## src/rtl/gpmc_async_bridge.sv

```systemverilog
// gpmc_async_bridge: oversampling GPMC (muxed AD, async single/burst) to
// valid/ack host request bridge, single clock domain.
// Optional macro GPMC_WAIT_EN: drive gpmc_wait while a host request is in
// flight; when undefined gpmc_wait is tied low.
module gpmc_async_bridge #(
    parameter int ADDR_WIDTH  = 16,
    parameter int DATA_WIDTH  = 16,
    parameter int SYNC_STAGES = 2
) (
    input  logic                  clk,
    input  logic                  rst,
    input  logic [15:0]           gpmc_ad_in,
    output logic [15:0]           gpmc_ad_out,
    output logic                  gpmc_ad_oe,
    input  logic                  gpmc_advn,
    input  logic                  gpmc_csn,
    input  logic                  gpmc_wein,
    input  logic                  gpmc_oen,
    output logic                  gpmc_wait,
    output logic                  host_req,
    output logic                  host_we,
    output logic [ADDR_WIDTH-1:0] host_addr,
    output logic [DATA_WIDTH-1:0] host_wdata,
    input  logic                  host_ack,
    input  logic [DATA_WIDTH-1:0] host_rdata
);

    typedef enum logic [2:0] {IDLE, ADDR, WR_REQ, RD_REQ, HOLD} state_t;

    state_t state, state_d;

    logic [SYNC_STAGES-1:0]       csn_q, advn_q, wein_q, oen_q;
    logic [SYNC_STAGES-1:0][15:0] ad_q;
    logic                         csn_s, advn_s, wein_s, oen_s;
    logic [15:0]                  ad_s;
    logic                         wein_p, oen_p;
    logic                         wr_fall, rd_fall;
    logic                         wr_op;
    logic                         addr_ld, addr_inc, go_wr, go_rd, rd_done;
    logic [15:0]                  rdata_ext;

    // Pad enable follows the raw pins so turnaround tracks the CPU directly
    assign gpmc_ad_oe = ~gpmc_csn & gpmc_advn & ~gpmc_oen & gpmc_wein & ~rst;

    // Synchronisers: control idles high, AD idles low
    always_ff @(posedge clk) begin
        if (rst) begin
            csn_q  <= '1;
            advn_q <= '1;
            wein_q <= '1;
            oen_q  <= '1;
            ad_q   <= '0;
            wein_p <= 1'b1;
            oen_p  <= 1'b1;
        end else begin
            csn_q  <= {csn_q[SYNC_STAGES-2:0], gpmc_csn};
            advn_q <= {advn_q[SYNC_STAGES-2:0], gpmc_advn};
            wein_q <= {wein_q[SYNC_STAGES-2:0], gpmc_wein};
            oen_q  <= {oen_q[SYNC_STAGES-2:0], gpmc_oen};
            ad_q   <= {ad_q[SYNC_STAGES-2:0], gpmc_ad_in};
            wein_p <= wein_s;
            oen_p  <= oen_s;
        end
    end

    assign csn_s   = csn_q[SYNC_STAGES-1];
    assign advn_s  = advn_q[SYNC_STAGES-1];
    assign wein_s  = wein_q[SYNC_STAGES-1];
    assign oen_s   = oen_q[SYNC_STAGES-1];
    assign ad_s    = ad_q[SYNC_STAGES-1];
    assign wr_fall = wein_p & ~wein_s;
    assign rd_fall = oen_p & ~oen_s;

    assign host_req = (state == WR_REQ) || (state == RD_REQ);
    assign host_we  = (state == WR_REQ);

    // Zero-extend read data onto the 16-bit pad bus
    always_comb begin
        rdata_ext = '0;
        rdata_ext[DATA_WIDTH-1:0] = host_rdata;
    end

    // Next-state and datapath strobes
    always_comb begin
        state_d  = state;
        addr_ld  = 1'b0;
        addr_inc = 1'b0;
        go_wr    = 1'b0;
        go_rd    = 1'b0;
        rd_done  = 1'b0;
        case (state)
            IDLE: begin
                if (!csn_s && !advn_s) begin
                    addr_ld = 1'b1;
                    state_d = ADDR;
                end
            end
            ADDR: begin
                if (csn_s) begin
                    state_d = IDLE;
                end else if (!advn_s) begin
                    addr_ld = 1'b1;
                end else if (wr_fall && rd_fall) begin
                    // both strobes at once is a protocol error: ignore it
                    state_d = ADDR;
                end else if (wr_fall) begin
                    go_wr   = 1'b1;
                    state_d = WR_REQ;
                end else if (rd_fall) begin
                    go_rd   = 1'b1;
                    state_d = RD_REQ;
                end
            end
            WR_REQ, RD_REQ: begin
                // a pending request always completes, even if csn lifts
                if (host_ack) begin
                    rd_done = (state == RD_REQ);
                    state_d = csn_s ? IDLE : HOLD;
                end
            end
            HOLD: begin
                if (csn_s) begin
                    state_d = IDLE;
                end else if (wr_op ? wein_s : oen_s) begin
                    addr_inc = 1'b1;
                    state_d  = ADDR;
                end
            end
            default: state_d = IDLE;
        endcase
    end

    // State register and request/response datapath
    always_ff @(posedge clk) begin
        if (rst) begin
            state       <= IDLE;
            host_addr   <= '0;
            host_wdata  <= '0;
            gpmc_ad_out <= '0;
            wr_op       <= 1'b0;
        end else begin
            state <= state_d;
            if (addr_ld)  host_addr <= ad_s[ADDR_WIDTH-1:0];
            if (addr_inc) host_addr <= host_addr + ADDR_WIDTH'(1);
            if (go_wr) begin
                host_wdata <= ad_s[DATA_WIDTH-1:0];
                wr_op      <= 1'b1;
            end
            if (go_rd)   wr_op       <= 1'b0;
            if (rd_done) gpmc_ad_out <= rdata_ext;
        end
    end

`ifdef GPMC_WAIT_EN
    logic wait_q;

    // Wait spans the request and the cycle after its ack
    always_ff @(posedge clk) begin
        if (rst) wait_q <= 1'b0;
        else     wait_q <= (state_d == WR_REQ) || (state_d == RD_REQ) ||
                           (host_req && host_ack);
    end

    assign gpmc_wait = wait_q;
`else
    assign gpmc_wait = 1'b0;
`endif

endmodule

```

## config.mk

```make
export PLATFORM = sky130hd
export DESIGN_NAME = gpmc_async_bridge
export DESIGN_NICKNAME = d
export VERILOG_FILES = /design/src/rtl/gpmc_async_bridge.sv
export SDC_FILE = /design/constraint.sdc
export NUM_CORES = 1
export LEC_CHECK = 0
export BUFFER_PORTS_ARGS = -buffer_cell sky130_fd_sc_hd__buf_2
export CAP_MARGIN = 0
export CORE_MARGIN = 1
export CORE_UTILIZATION = 35
export CTS_CLUSTER_DIAMETER = 50
export DETAILED_ROUTE_END_ITERATION = 10
export PLACE_DENSITY = 0.69
export SLEW_MARGIN = 10
export SYNTH_ARGS = -nofsm -noshare
export SYNTH_HDL_FRONTEND = slang
export SYNTH_SLANG_ARGS = --single-unit
```

## constraint.sdc

```tcl
create_clock -name clk -period 2.05 [get_ports clk]
set_input_delay 0.41 -clock clk [delete_from_list [all_inputs] [get_ports clk]]
set_output_delay 0.41 -clock clk [all_outputs]
set_load 0.1 [all_outputs]
```

==> out/metrics.yaml <==
place:
  dp_hpwl_um: 5350
  place_inst: 580
  portBuffers: 89
  routabilityCongestion: 0.782
detailed_routing:
  ant_nets: 0
  wl_um: 7740
  drc: 0
  drt_iter0_drc: 101
  num_vias: 2898
  firstDrtPassIters: 5
  wl_per_cell_um: 13.0
  via_per_inst: 4.86
timing:
  clock.fmax_ghz: 0.514
  finalCriticalPeriod_ns: 1.94
  tightest_slew_ns: 0.543
  setup_viol: 0
  holdWs_ns: 0.244
  grt_setup_unrepaired: "false"
  drv_slew: 0
  finalSetupTns_ns: 0
  hold_violations: 0
  finalCritPeriodShare: 0.948
  max_slew_margin: 0.628
  finalClockSkew_ns: 0.0114
logic_synthesis:
  synth_area_sq_um: 3500
  syn_inst: 371
  synth_edf_count: 0
  ys_types: 44
  yosys_register_bits: 94
  yosysWarnings: 0
  synth_ff_type: "dfxtp_1"
  ys_seq_area_frac: 0.538
  ys_async_sr_fraction: 0
  synth_fp_nets: 411
  synth_area_per_cell_sq_um: 9.44
worst_hold_path:
  min-delay-start: "gpmc_advn"
  min_to: "advn_q[0]"
  whs_path_depth: 2
  min_path_type: "primary input to register"
critical_path:
  crit_arrival_ns: 1.53
  critPathLaunchType: "register"
  cp_max_fo: 5
  ff2ff_path_depth: 4
  cp.required_ns: 1.64
  worstSetupPathType: "register to output port"
  cp-end-kind: "output port"
  reg2reg_to: "host_addr[6]"
  r2r-start: "csn_q[1]"
  r2r_setup_slack_ns: 0.12
clock_tree:
  clockRootBuffer: "clkbuf_8"
  cts_hold_buf: 0
  cts_max_path_buffers: 2
  h-tree-depth: 3
  clk_pin_slew_ns: 0.09
  cts_setup_buffers: 0
  cts_tree: "done"
  clock-sinks: 94
  insertion_delay_ns: 0.37
  cts_buffers: 9
floorplan:
  die_x_um: 102
  fp.dieH_um: 102
  die-area_sq_um: 10400
  start_util: 0.360
  io_pins: 91
  row_count: 36
  core_area_sq_um: 9730
final_layout:
  antenna_cells: 0
  fin_nets: 498
  fin_util: 0.450
  instances_no_fill: 596
  final_layout_size_suffix_gt1_frac: 0.317
  layout_commonest_cell: "buf_2"
  area_delta_synth_final_pct: 25.1
  mostFrequentLayoutCells: "buf_2, dfxtp_1, nand2_1"
global_routing:
  overflow: 0
  grt_usage: 0.155
  grt_pass1_wl_um: 12400
  antenna_found_initial: 0
  grt_max_degree: 98
  grt_pass1_vias: 2641
status:
  status: "finished clean"
flow_run:
  max_cap_violations: 0
power:
  vdd_drop_max_mv: 0.511
  power.total_mw: 3.42
  power.leakage_nw: 1.87
  powerDensity_nw_per_um2: 781
flip-flops by register name, summed over array words and instances (netlist names):
name         flops
host_addr       16
wein_p           1
oen_q            2
state            3
ad_s            16
gpmc_ad_out     16
advn_q           2
ad_q            16
wr_op            1
host_wdata      16
wein_q           2
oen_p            1
csn_q            2
metal layers:
metal	vias to the layer above	wire length [um]	track usage
met5	-	0	0
met4	0	113	0.0538
met3	13	451	0.0554
met2	75	3740	0.251
met1	1348	3440	0.190
li1	1462	-	-
timing repair:
item,4_1_cts,5_1_grt
resized for setup,0,1
setup endpoints to repair,0,1
endpoints found under the hold margin,0,0
stage by stage:
| step | worst slack, ns | area, sq um |
|---|---|---|
| final | 0.106 | 4380 |
| after global routing | 0.0177 | 4380 |
| after global placement | 0.229 | 4160 |
| after CTS | 0.0728 | 4380 |
| after floorplan | 0.0544 | 3550 |
| after detailed placement | 0.156 | 4160 |
cells by family after synthesis:
family	count (synthesis)	synth area share
AND/OR/NAND/NOR	164	0.246
flip-flops	94	0.538
AO/OA/AOI/OAI	60	0.108
buffers and inverters	26	0.0325
multiplexers	21	0.0608
XOR/XNOR	4	0.0100
adder cells (fa/ha/maj)	1	0.00357
other	1	0.00107
synth_stat cells, types with 3 or more instances:
library cell  instances  share of area
nor3_1                6         0.0086
or4_1                 6          0.013
nor2_1               25          0.027
and3_1                3         0.0054
o311ai_0              4          0.010
inv_1                 4         0.0043
nand2b_1              4         0.0071
dfxtp_1              94           0.54
a21oi_1              24          0.034
nor2b_1              34          0.061
nand2_1              50          0.054
a22oi_1               6          0.013
o22ai_1               4         0.0071
clkbuf_1             16          0.017
buf_2                 4         0.0057
and4_1                3         0.0075
nand4_1               5         0.0089
mux2i_1              19          0.054
o21ai_0               5         0.0071
nand3_1               8          0.011
a31oi_1               7          0.013
nor4_1                3         0.0054
or2_2                11          0.020
report_power, final:
part	switching (mW)	total, mW	leakage, nW	internal, mW
registers	0.0222	1.89	0.773	1.87
logic	0.0978	0.182	0.981	0.0839
clock network	0.657	1.35	0.114	0.692
worst max-delay path, cell delays in order, from the launching register on:
cell and delay, ns:
dfxtp_1 0.43, buf_4 0.17, nand2b_4 0.07, nor2_2 0.08, buf_2 0.43
worst max path at each step:
stage / start / to / slack, ns / depth (start not counted)
2_1_floorplan: state[2] / gpmc_ad_out[10] / 0.05 / 8
3_3_place_gp: state[1] / host_addr[6] / 0.23 / 4
3_5_place_dp: csn_q[1] / host_addr[14] / 0.16 / 4
4_1_cts: state[1] / host_req / 0.07 / 4
5_1_grt: state[1] / host_we / 0.02 / 4
6_report: state[1] / host_we / 0.11 / 4
area by class of cell:
| class | instances | area [sq um] |
|---|---|---|
| clock inverter | 7 | 93.8 |
| timing repair buffer | 98 | 543 |
| multi-input combinational | 251 | 1530 |
| sequential | 94 | 1900 |
| tap | 133 | 166 |
| fill | 964 | 5350 |
| inverter | 4 | 18.8 |
| clock buffer | 9 | 124 |
(Power assumes the default switching activity.)
